`config.mk`:
```
export PLATFORM = sky130hd
export DESIGN_NAME = cfg_push_ctrl_flat
export DESIGN_NICKNAME = d
export VERILOG_FILES = /design/src/rtl/cfg_push_ctrl_if.sv /design/src/rtl/cfg_push_ctrl.sv /design/src/flat_wrapper.sv
export SDC_FILE = /design/constraint.sdc
export NUM_CORES = 1
export LEC_CHECK = 0
export BUFFER_PORTS_ARGS = -buffer_cell sky130_fd_sc_hd__buf_2
export CELL_PAD_IN_SITES_DETAIL_PLACEMENT = 2
export CELL_PAD_IN_SITES_GLOBAL_PLACEMENT = 2
export CORE_ASPECT_RATIO = 0.75
export CORE_UTILIZATION = 40
export DETAILED_ROUTE_END_ITERATION = 6
export PLACE_DENSITY = 0.8
export SLEW_MARGIN = 20
export SYNTH_ARGS = -nofsm -noshare
export SYNTH_HDL_FRONTEND = slang
export SYNTH_SLANG_ARGS = --single-unit
```
`constraint.sdc`:
```
create_clock -name clk -period 3.2 [get_ports clk]
set_input_delay 0.32 -clock clk [delete_from_list [all_inputs] [get_ports clk]]
set_output_delay 0.32 -clock clk [all_outputs]
set_load 0.05 [all_outputs]
```
`src/rtl/cfg_push_ctrl_if.sv`:
```
// Signal bundle between the push controller, the board inputs and the register bank.
// master is the controller's side; slave is the board/bank side.
interface cfg_push_ctrl_if;
  logic       btn_next;
  logic       btn_load;
  logic [4:0] sw_mask;
  logic       clk_locked;
  logic [2:0] h_select;
  logic       push;
  logic       clk_wiz_rst;
  logic       vga_rst;
  logic       sha_rst;
  logic       busy;
  logic       timeout_err;

  modport master (
    input  btn_next, btn_load, sw_mask, clk_locked,
    output h_select, push, clk_wiz_rst, vga_rst, sha_rst, busy, timeout_err
  );

  modport slave (
    output btn_next, btn_load, sw_mask, clk_locked,
    input  h_select, push, clk_wiz_rst, vga_rst, sha_rst, busy, timeout_err
  );
endinterface

```
`src/rtl/cfg_push_ctrl.sv`:
```
// Button debounce, register-select stepping, push strobe and ordered sub-block
// reset sequencing (clock wizard -> lock wait -> VGA -> SHA).
module cfg_push_ctrl #(
  parameter int unsigned DEBOUNCE_CYCLES = 1_000_000,
  parameter int unsigned NUM_REGS        = 6,
  parameter int unsigned RST_PULSE       = 16,
  parameter int unsigned LOCK_TIMEOUT    = 65535
) (
  input  logic           clk,
  input  logic           rst,
  cfg_push_ctrl_if.master bus
);

  localparam int unsigned DW   = $clog2(DEBOUNCE_CYCLES + 1);
  localparam int unsigned CMAX = (LOCK_TIMEOUT > RST_PULSE) ? LOCK_TIMEOUT : RST_PULSE;
  localparam int unsigned CW   = $clog2(CMAX + 1);

  typedef enum logic [2:0] {
    IDLE, PUSH, WIZ_RST, WAIT_LOCK, VGA_RST, SHA_RST, DONE
  } state_t;

  // Button index 0 = next, 1 = load
  logic [1:0]    btn_raw;
  logic [1:0]    sync1_q, sync2_q, acc_q, prev_q;
  logic [DW-1:0] dcnt_q [2];
  logic [1:0]    rise;

  assign btn_raw = {bus.btn_load, bus.btn_next};
  assign rise    = acc_q & ~prev_q;

  always_ff @(posedge clk or negedge rst) begin
    if (!rst) begin
      sync1_q <= '0;
      sync2_q <= '0;
      acc_q   <= '0;
      prev_q  <= '0;
      for (int unsigned i = 0; i < 2; i++) dcnt_q[i] <= '0;
    end else begin
      sync1_q <= btn_raw;
      sync2_q <= sync1_q;
      prev_q  <= acc_q;
      for (int unsigned i = 0; i < 2; i++) begin
        if (sync2_q[i] == acc_q[i]) begin
          dcnt_q[i] <= '0;
        end else if (dcnt_q[i] == DW'(DEBOUNCE_CYCLES - 1)) begin
          acc_q[i]  <= sync2_q[i];
          dcnt_q[i] <= '0;
        end else begin
          dcnt_q[i] <= dcnt_q[i] + 1'b1;
        end
      end
    end
  end

  state_t        state_q, state_d;
  logic [CW-1:0] cnt_q, cnt_d;
  logic [2:0]    mask_q, mask_d;   // {wiz, vga, sha}
  logic [2:0]    hsel_q, hsel_d;
  logic          push_q, push_d, wiz_q, wiz_d, vga_q, vga_d, sha_q, sha_d;
  logic          busy_q, busy_d, tmo_q, tmo_d;
  logic          tmo_set, pulse_done;
  logic          unused_sw;

  assign unused_sw  = ^bus.sw_mask[3:2];
  assign pulse_done = (cnt_q == CW'(RST_PULSE - 1));

  always_ff @(posedge clk or negedge rst) begin
    if (!rst) begin
      state_q <= IDLE;
      cnt_q   <= '0;
      mask_q  <= '0;
      hsel_q  <= '0;
      push_q  <= 1'b0;
      wiz_q   <= 1'b0;
      vga_q   <= 1'b0;
      sha_q   <= 1'b0;
      busy_q  <= 1'b0;
      tmo_q   <= 1'b0;
    end else begin
      state_q <= state_d;
      cnt_q   <= cnt_d;
      mask_q  <= mask_d;
      hsel_q  <= hsel_d;
      push_q  <= push_d;
      wiz_q   <= wiz_d;
      vga_q   <= vga_d;
      sha_q   <= sha_d;
      busy_q  <= busy_d;
      tmo_q   <= tmo_d;
    end
  end

  always_comb begin
    state_d = state_q;
    tmo_set = 1'b0;
    case (state_q)
      IDLE:      if (rise[1]) state_d = PUSH;
      PUSH: begin
        if (hsel_q == '0 && mask_q != '0)
          state_d = mask_q[2] ? WIZ_RST : (mask_q[1] ? VGA_RST : SHA_RST);
        else
          state_d = IDLE;
      end
      WIZ_RST:   if (pulse_done) state_d = WAIT_LOCK;
      WAIT_LOCK: begin
        if (bus.clk_locked) begin
          state_d = mask_q[1] ? VGA_RST : (mask_q[0] ? SHA_RST : DONE);
        end else if (cnt_q == CW'(LOCK_TIMEOUT - 1)) begin
          state_d = DONE;
          tmo_set = 1'b1;
        end
      end
      VGA_RST:   if (pulse_done) state_d = mask_q[0] ? SHA_RST : DONE;
      SHA_RST:   if (pulse_done) state_d = DONE;
      DONE:      state_d = IDLE;
      default:   state_d = IDLE;
    endcase
    // One counter serves both pulse length and lock wait; it restarts on every state change
    cnt_d = (state_d != state_q || state_q == IDLE) ? '0 : cnt_q + 1'b1;
  end

  // Outputs are decoded from the next state so the registered copies line up with the state register
  always_comb begin
    push_d = (state_d == PUSH);
    wiz_d  = (state_d == WIZ_RST);
    vga_d  = (state_d == VGA_RST);
    sha_d  = (state_d == SHA_RST);
    busy_d = (state_d != IDLE);
    tmo_d  = tmo_q | tmo_set;
    hsel_d = hsel_q;
    mask_d = mask_q;
    if (state_q == IDLE) begin
      if (rise[1])
        mask_d = {bus.sw_mask[4], bus.sw_mask[1], bus.sw_mask[0]};
      else if (rise[0])
        hsel_d = (hsel_q == 3'(NUM_REGS - 1)) ? '0 : hsel_q + 1'b1;
    end
  end

  assign bus.h_select    = hsel_q;
  assign bus.push        = push_q;
  assign bus.clk_wiz_rst = wiz_q;
  assign bus.vga_rst     = vga_q;
  assign bus.sha_rst     = sha_q;
  assign bus.busy        = busy_q;
  assign bus.timeout_err = tmo_q;

endmodule

```
`src/flat_wrapper.sv`:
```
// flat-port wrapper written by rule: the top's interface ports become plain ports
module cfg_push_ctrl_flat 
#(
  parameter int unsigned DEBOUNCE_CYCLES = 1_000_000,
  parameter int unsigned NUM_REGS        = 6,
  parameter int unsigned RST_PULSE       = 16,
  parameter int unsigned LOCK_TIMEOUT    = 65535
)
  (clk, rst, bus_btn_next, bus_btn_load, bus_sw_mask, bus_clk_locked, bus_h_select, bus_push, bus_clk_wiz_rst, bus_vga_rst, bus_sha_rst, bus_busy, bus_timeout_err);
  cfg_push_ctrl_if bus_i ();
  input  logic clk;
  input  logic rst;
  input wire logic [$bits(bus_i.btn_next)-1:0] bus_btn_next;
  input wire logic [$bits(bus_i.btn_load)-1:0] bus_btn_load;
  input wire logic [$bits(bus_i.sw_mask)-1:0] bus_sw_mask;
  input wire logic [$bits(bus_i.clk_locked)-1:0] bus_clk_locked;
  output wire logic [$bits(bus_i.h_select)-1:0] bus_h_select;
  output wire logic [$bits(bus_i.push)-1:0] bus_push;
  output wire logic [$bits(bus_i.clk_wiz_rst)-1:0] bus_clk_wiz_rst;
  output wire logic [$bits(bus_i.vga_rst)-1:0] bus_vga_rst;
  output wire logic [$bits(bus_i.sha_rst)-1:0] bus_sha_rst;
  output wire logic [$bits(bus_i.busy)-1:0] bus_busy;
  output wire logic [$bits(bus_i.timeout_err)-1:0] bus_timeout_err;
  assign bus_i.btn_next = bus_btn_next;
  assign bus_i.btn_load = bus_btn_load;
  assign bus_i.sw_mask = bus_sw_mask;
  assign bus_i.clk_locked = bus_clk_locked;
  assign bus_h_select = bus_i.h_select;
  assign bus_push = bus_i.push;
  assign bus_clk_wiz_rst = bus_i.clk_wiz_rst;
  assign bus_vga_rst = bus_i.vga_rst;
  assign bus_sha_rst = bus_i.sha_rst;
  assign bus_busy = bus_i.busy;
  assign bus_timeout_err = bus_i.timeout_err;
  cfg_push_ctrl #(.DEBOUNCE_CYCLES(DEBOUNCE_CYCLES), .NUM_REGS(NUM_REGS), .RST_PULSE(RST_PULSE), .LOCK_TIMEOUT(LOCK_TIMEOUT)) u_core (.clk(clk), .rst(rst), .bus(bus_i));
endmodule
```
==> metrics.txt, run 1 <==
status complete, no violations; internal power 1910 µW; IO Port Bufs 16; Worst Setup SP u_core.cnt_q[5]$_DFF_PN0_; Leak 0.00185 µW; Post-CTS Setup Bufs 0; Post-Synthesis Cells 373; Crit. End Element flip-flop; Congestion Overflow GR 0; combined area of the multi-input logic cells 0.00171 mm²; library cells used by synthesis 41; Top delay family on crit path simple AND/OR/NAND/NOR gates; most frequent cells in the layout 79 x dfrtp_1, 60 x nor2_1, 31 x xnor2_1, 30 x nand2_1, 23 x nor4_1; synthesized net count 387; RSZ-0062 raised after global routing false; sequential area share after synthesis 0.526; crit-path max FO 9; commonest register cell after synthesis dfrtp_1; Total Wirelength 9.23 mm; DRC viols 0; initial antenna violation count 0; Final Slew Violations 0; ys async rst share 1.00; syn_area_per_cell 10.1 µm²; clock sinks 79; first-pass GRT wire length 16.1 mm; commonest non-fill, non-tap cell in the layout dfrtp_1; RePlAce Congestion 0.785; switching part of the total 0.244; ANT cells 0; Critical Path AT 2.82 ns; Fillers 977; Slowest-stage cell, CP or4_1; delay of the slowest critical-path stage 0.66 ns; clock tree buffer depth 2; Clock Skew 0.00812 ns; Routed WL per cell 17.4 µm; FP Rows 30; die area 0.00980 mm²; crit path time final 2.62 ns; Slew HR 0.260; final hold vios 0; 1st-iter DRT viols 102; FF+latch area 0.00198 mm²; Max-Cap Viols 0; GR Util All Layers 0.214; CTS Hold Bufs 0; maximum VDD drop 0.000287 V; Flop pwr share 0.431; vias in the first global route 3204; YS warnings 0; fmax 381 MHz; r2r startpoint u_core.cnt_q[5]$_DFF_PN0_; Final nets 410; measured slew at the worst slew-check pin 1.10 ns; vias per inst 5.38; Setup CP Type flip-flop to flip-flop; Setup TNS 0 ns; P_sw 618 µW; Final setup viols 0; Buffers & Inverters on Critical Path 1; Ports 19; DIE WIDTH 114 µm; Area growth syn-to-layout 15.4%; final period utilization 0.819; CTS tree done; startpoint class of the critical path flip-flop; post-synthesis instance area 0.00376 mm²; Final ANT Viol Nets 0; H-tree levels 3; Post-synth EDFFs 0; TritonCTS buffer count 9; detailed-placement wirelength estimate 6.37 mm; DP Worst Slack 0.590 ns; largest net degree at the start of global routing 80; clock-pin slew on the worst setup and hold paths 0.06 ns; drt first pass iters 4; Die Ht 86.0 µm; Root Driver clkbuf_16; HP Class input pin to async pin; Core ar. 0.00908 mm²; initial cell density of the core 0.414; worst path required time 3.40 ns; layout cells sized above 1 0.107; Power per Cell Area 583 mW/mm²; post_cts resized 0; clk_lat worst skew 0.33 ns; crit path cell chain nand4_1 -> or4_1 -> o21a_1 -> nor3_2 -> buf_4 -> nor4_1; Clk network pwr share 0.462; Vias 2847; worst setup margin 0.578 ns; Synth Register Bits 79; Comb power frac 0.107
area by class of cell:
type | count | area share
inverter | 12 | 0.0104
tap | 128 | 0.0369
multi-input combinational | 275 | 0.394
clock inverter | 3 | 0.0208
sequential | 79 | 0.455
timing repair buffer | 19 | 0.0251
clock buffer | 13 | 0.0577
worst reg2reg max path, delay by kind of cell, from the launching register on:
| kind | cells | cell delay [ns] |
|---|---|---|
| AOI/OAI and AO/OA | 1 | 0.25 |
| buffers and inverters | 1 | 0.28 |
| DFF | 1 | 0.45 |
| and+or+nand+nor | 4 | 1.52 |
worst paths after layout:
check | end | slack (ns) | cells after the start
max | u_core.cnt_q[2]$_DFF_PN0_ | 0.58 | 6
min | u_core.cnt_q[1]$_DFF_PN0_ | 0.02 | 1
max reg2reg | u_core.cnt_q[2]$_DFF_PN0_ | 0.58 | 6
min reg2reg | u_core.sync2_q[1]$_DFF_PN0_ | 0.35 | 0
max in group asynchronous | u_core.dcnt_q[30]$_DFF_PN0_ | 2.68 | 1
min in group clk | u_core.sync1_q[1]$_DFF_PN0_ | 0.09 | 1
cells in the mapped netlist (2+ instances only):
cell type,number,share of area
and4_1,7,0.016
nor3b_1,2,0.0040
nor4_1,23,0.038
mux2_2,3,0.0090
nand3b_1,3,0.0060
xor2_1,22,0.051
or4_1,3,0.0060
a21oi_1,4,0.0053
or2_2,4,0.0067
and3_1,5,0.0083
nor3_1,8,0.011
nand2_1,30,0.030
nor4bb_1,2,0.0053
nor4b_1,2,0.0047
nand3_1,22,0.029
nor2b_1,4,0.0067
buf_2,2,0.0027
nor2_1,60,0.060
inv_1,12,0.012
a211oi_1,2,0.0040
dfrtp_1,79,0.53
nand4_1,14,0.023
ha_1,4,0.013
nand2b_1,4,0.0067
xnor2_1,31,0.072
o21ai_0,2,0.0027
clkbuf_1,5,0.0050
power groups by stage:
| stage | clock network [µW] | registers, µW | logic, µW |
|---|---|---|---|
| floorplan | 0 | 1140 | 135 |
| global placement | 0 | 1100 | 257 |
| detailed placement | 0 | 1110 | 273 |
| CTS | 1200 | 1090 | 277 |
| global route | 1240 | 1100 | 303 |
| finish | 1170 | 1090 | 270 |
routing by layer:
metal / vias up / GRT usage / part of all wire / routed length, µm
met3: 13 / 0.0481 / 0.024 / 218
met2: 27 / 0.373 / 0.50 / 4600
met1: 1466 / 0.269 / 0.47 / 4300
li1: 1341 / - / - / -
met5: - / 0 / 0 / 0
met4: 0 / 0.0555 / 0.012 / 111
metrics by stage:
step           cells  hold WS (ns)   util  instance area, µm²  total power [µW]
2_1_floorplan    373        0.0244      -                3760              1280
3_3_place_gp     513         0.333  0.440                4000              1360
3_5_place_dp     513         0.336  0.440                4000              1380
4_1_cts          529        0.0822  0.477                4340              2570
5_1_grt          529        0.0644  0.478                4340              2640
6_report         529        0.0194  0.478                4340              2530
sequential cells by signal (all words and copies together), names as in the netlist:
signal,cells
u_core.bus.vga_rst,1
u_core.dcnt_q,40
u_core.bus.timeout_err,1
u_core.bus.h_select,3
u_core.bus.push,1
u_core.bus.busy,1
u_core.bus.clk_wiz_rst,1
u_core.sync1_q,2
u_core.acc_q,2
u_core.cnt_q,16
u_core.mask_q,3
u_core.bus.sha_rst,1
u_core.sync2_q,2
u_core.prev_q,2
u_core.state_q,3
cells by family (layout without fill, tap and decap cells):
group,count (synthesis),count (layout),synth area share
adders and majority gates,4,4,0.0133
muxes,3,3,0.00898
and+or+nand+nor,201,201,0.283
DFF,79,79,0.526
xor gates and xnor gates,53,53,0.123
AOI/OAI and AO/OA,14,14,0.0256
buffers and inverters,19,47,0.0196
(Power assumes the default switching activity.)
==> run 2: changes to the inputs <==
- CORE_UTILIZATION: 40 -> 36
- PLACE_DENSITY: 0.8 -> 0.76
- clock period: 3.2 -> 2.12 ns (I/O delays scaled with it)
==> run 2 against run 1 <==
The run now ends with setup timing left. Final cell count rose by 8.3%. Sequential share of layout area fell by 5.5 points. Wire length rose by 29%. Sequential power rose by 52%. Worst hold slack improved by 0.043 ns. Die area rose by 11%.
==> metrics.txt, run 2 (synthesized netlist as in run 1, its figures left out) <==
status complete, but fails checks; failing checks setup timing; first-pass GRT wire length 19.7 mm; Critical Path AT 2.60 ns; leading registers by flop count u_core.dcnt_q: 40 flops, u_core.cnt_q: 16 flops; fmax 422 MHz; Total Wirelength 11.9 mm; initial cell density of the core 0.380; vias in the first global route 3616; Routed WL per cell 20.8 µm; most frequent cells in the layout 79 x dfrtp_1, 59 x nor2_1, 34 x buf_4, 31 x xnor2_1, 30 x nand2_1; Crit path depth 5; Setup TNS -3.49 ns; ANT cells 0; crit path time final 2.37 ns; Setup CP Type flip-flop to flip-flop; worst path required time 2.35 ns; clk_lat worst skew 0.35 ns; reg2reg end u_core.bus.busy$_DFF_PN0_; detailed-placement wirelength estimate 6.95 mm; Worst Setup SP u_core.cnt_q[7]$_DFF_PN0_; HP Class input pin to flip-flop; H-tree levels 3; largest net degree at the start of global routing 37; max FFs per register 40; commonest non-fill, non-tap cell in the layout dfrtp_1; clock tree buffer depth 2; Leak 0.00208 µW; DIE WIDTH 120 µm; Slowest-stage cell, CP or4_4; Slew HR 0.641; Clock Skew 0.0109 ns; CTS tree done; maximum VDD drop 0.000454 V; GR Util All Layers 0.240; crit path to u_core.bus.busy$_DFF_PN0_; clock sinks 79; final period utilization 1.12; Post-Layout Cell Count 573; Core ar. 0.00989 mm²; drt first pass iters 4; Power per Cell Area 823 mW/mm²; Crit. End Element flip-flop; delay of the slowest critical-path stage 0.57 ns; Die Ht 90.5 µm; Root Driver clkbuf_16; Vias 3085; Buffers & Inverters on Critical Path 0; Overall Power 4060 µW; TritonCTS buffer count 9; measured slew at the worst slew-check pin 0.534 ns; RePlAce Congestion 0.815; Largest Register u_core.dcnt_q; crit path cell chain or4_4 -> nor4_4 -> o211ai_1 -> or4b_4 -> or2_1; Final nets 450; setup slack, reg-to-reg -0.25 ns; DRC viols 0; Ports 19; clock-pin slew on the worst setup and hold paths 0.07 ns; Final ANT Viol Nets 0; r2r startpoint u_core.cnt_q[7]$_DFF_PN0_; final hold vios 0; FP Rows 31; layout cells sized above 1 0.254; Area growth syn-to-layout 31.2%; Max-Cap Viols 0; 1st-iter DRT viols 108; startpoint class of the critical path flip-flop; initial antenna violation count 0; die area 0.0109 mm²; Congestion Overflow GR 0; IO Port Bufs 16; worst setup margin -0.251 ns; Final Slew Violations 0; RSZ-0062 raised after global routing true; Top delay family on crit path simple AND/OR/NAND/NOR gates; R2R cell count 5; dpl cells 542; crit-path max FO 2; Min Hold Slack 0.0625 ns; Final setup viols 21; vias per inst 5.38
-- run 2: repair_timing --
action | CTS | global route
hold buffers | 3 | 0
endpoints found under the setup margin | 21 | 21
pin swaps | 12 | 2
gates resized for setup | 35 | 7
cloned | 1 | 0
buffers inserted | 9 | 2
endpoints found under the hold margin | 21 | 0
-- run 2: metrics by stage --
step | util | setup slack, ns | instance area [µm²]
after global routing | 0.499 | -0.287 | 4930
after global placement | 0.429 | -0.105 | 4240
after floorplan | - | -0.0975 | 3770
final | 0.499 | -0.251 | 4930
after CTS | 0.495 | -0.152 | 4900
after detailed placement | 0.429 | -0.186 | 4240
-- run 2: metal layers --
metal | up-vias | GRT usage | routed length [µm]
met4 | 0 | 0.108 | 308
met3 | 24 | 0.0442 | 319
met2 | 48 | 0.421 | 6140
met5 | - | 0 | 0
li1 | 1418 | - | -
met1 | 1595 | 0.284 | 5120
-- run 2: worst min-delay path by stage --
stage	slack, ns	cells past startpoint	to	from
final	0.06	3	u_core.mask_q[0]$_DFFE_PN0P_	bus_sw_mask[0]
after global routing	0.08	3	u_core.mask_q[0]$_DFFE_PN0P_	bus_sw_mask[0]
after detailed placement	0.13	1	u_core.bus.h_select[2]$_DFFE_PN0P_	rst
after CTS	0.06	3	u_core.mask_q[1]$_DFFE_PN0P_	bus_sw_mask[1]
after floorplan	-0.08	0	u_core.acc_q[0]$_DFFE_PN0P_	rst
after global placement	0.12	1	u_core.bus.h_select[2]$_DFFE_PN0P_	rst
-- run 2: report_power, final --
| part | switching [µW] | internal [µW] | leakage [µW] | total, µW |
|---|---|---|---|---|
| Sequential | 81.0 | 1570 | 0.00106 | 1660 |
| Clock | 651 | 975 | 0.000152 | 1630 |
| Combinational | 439 | 340 | 0.000870 | 779 |
| Total | 1170 | 2890 | 0.00208 | 4060 |
-- run 2: worst reg2reg max path: cells and delay by family (launching register included) --
family	cells	cell delay [ns]
and+or+nand+nor	4	1.70
DFF	1	0.38
AOI/OAI and AO/OA	1	0.17
-- run 2: final cells by class --
cell class / instances / area (µm²)
Fill cell: 1000 / 4960
Inverter: 12 / 45.0
Clock inverter: 5 / 56.3
Multi-Input combinational cell: 275 / 1950
Tap cell: 132 / 165
Clock buffer: 11 / 253
Timing Repair Buffer: 59 / 490
Sequential cell: 79 / 1980
==> run 3: changes to the inputs <==
- CORE_UTILIZATION: 36 -> 43
- PLACE_DENSITY: 0.76 -> 0.85
- clock period: 2.12 -> 2.89 ns (I/O delays scaled with it)
==> run 3 against run 2 <==
Count of clock-buffer cells in the layout grew 1. Die area shrank 16%. Global-route usage grew 0.60 points. Utilization is 1.3 points higher. Largest power group unchanged. Final cell count decreased by 11%. Worst hold slack worse by 0.0067 ns. Via count down 6.2%. Register-to-register slack improved by 0.68 ns. Critical path depth is the same. Largest cell class unchanged. Sequential cell count unchanged. The run now ends clean. Clock power fell by 29%.
==> metrics.txt, run 3 (synthesized netlist as in run 1, its figures left out) <==
Post-CTS Setup Bufs 0; largest net degree at the start of global routing 80; initial cell density of the core 0.445; 1st-iter DRT viols 138; clk_lat worst skew 0.34 ns; fmax 406 MHz; maximum VDD drop 0.000422 V; Crit. End Element flip-flop; DIE WIDTH 110 µm; Congestion Overflow GR 0; Final ANT Viol Nets 0; Vias 2895; Setup TNS 0 ns; Final setup viols 0; IO Port Bufs 16; GR Util All Layers 0.246; vias in the first global route 3318; Setup CP Type flip-flop to flip-flop; clock-pin slew on the worst setup and hold paths 0.06 ns; initial antenna violation count 0; Max-Cap Viols 0; first-pass GRT wire length 16.8 mm; worst path required time 3.12 ns; H-tree levels 3; Critical Path AT 2.69 ns; Clock Skew 0.00421 ns; ANT cells 0; clock sinks 79; metal3 WL 276 µm; crit-path max FO 4; vias per inst 5.65; CTS tree done; detailed-placement wirelength estimate 6.53 mm; Root Driver clkbuf_16; FP Rows 29; Die Ht 83.0 µm; commonest non-fill, non-tap cell in the layout dfrtp_1; Routed WL per cell 19.4 µm; met2 routed WL 4.99 mm; FF+latch area 0.00198 mm²; combined area of the multi-input logic cells 0.00171 mm²; post_cts resized 0; drt first pass iters 4; uppermost layer routed met4; clock tree buffer depth 2; TritonCTS buffer count 9; RSZ-0062 raised after global routing false; Ports 19; Final Slew Violations 0; HP Class input pin to flip-flop; most frequent cells in the layout 79 x dfrtp_1, 60 x nor2_1, 31 x xnor2_1, 30 x nand2_1, 23 x nor4_1; wl on met1 4.51 mm; final period utilization 0.852; leading registers by flop count u_core.dcnt_q: 40 flops, u_core.cnt_q: 16 flops; max FFs per register 40; startpoint class of the critical path flip-flop; RePlAce Congestion 0.868; Area growth syn-to-layout 15.0%; crit path time final 2.46 ns; Fillers 895; Total Wirelength 9.93 mm; final hold vios 0; Finished Core Util 0.511; DRC viols 0; status complete, no violations; Largest Register u_core.dcnt_q; Core ar. 0.00845 mm²; Leak 0.00186 µW; Final nets 414; Slew HR 0.578; CTS Hold Bufs 0; measured slew at the worst slew-check pin 0.628 ns; die area 0.00913 mm²; Power per Cell Area 616 mW/mm²; layout cells sized above 1 0.116
## run 3: area by class of cell
class / instances / area share
clock inverters: 3 / 0.00984
clock buffers: 12 / 0.0593
well taps: 108 / 0.0313
multi-input cells: 275 / 0.395
inverters: 12 / 0.0104
flip-flops and latches: 79 / 0.457
repair buffers: 23 / 0.0365
## run 3: critical path, stage by stage (launching register included)
cell and delay [ns]:
dfrtp_1 0.42, or4_4 0.58, nor4_4 0.36, o211ai_1 0.15
or4b_1 0.60, or2_1 0.24
## run 3: final timing paths
path                                              from                                  to  slack [ns]  depth (start not counted)
max                         u_core.cnt_q[13]$_DFF_PN0_           u_core.bus.busy$_DFF_PN0_        0.43                          5
min                                       bus_btn_next         u_core.sync1_q[0]$_DFF_PN0_        0.06                          1
max reg2reg                 u_core.cnt_q[13]$_DFF_PN0_           u_core.bus.busy$_DFF_PN0_        0.43                          5
min reg2reg                u_core.sync1_q[1]$_DFF_PN0_         u_core.sync2_q[1]$_DFF_PN0_        0.35                          0
max in group asynchronous                          rst         u_core.dcnt_q[25]$_DFF_PN0_        1.92                          3
min in group asynchronous                          rst  u_core.bus.h_select[2]$_DFFE_PN0P_        0.39                          2
## run 3: metrics by stage
stage / total power, µW / hold WS, ns / area, µm² / setup WS (ns) / std cells
2_1_floorplan: 1410 / -0.00659 / 3760 / 0.636 / 373
3_3_place_gp: 1510 / 0.334 / 3990 / 0.486 / 495
3_5_place_dp: 1530 / 0.342 / 3990 / 0.443 / 495
4_1_cts: 2690 / 0.0454 / 4290 / 0.428 / 510
5_1_grt: 2770 / 0.0385 / 4320 / 0.318 / 512
6_report: 2660 / 0.0558 / 4320 / 0.427 / 512
## run 3: metal layers
metal / track usage / vias to the layer above
met5: 0 / -
met4: 0.0776 / 0
met3: 0.0699 / 14
met2: 0.411 / 36
met1: 0.305 / 1486
li1: - / 1359
## run 3: report_power, final
group	internal [µW]	switching, µW
Combinational	97.5	210
Clock	710	437
Sequential	1160	52.4
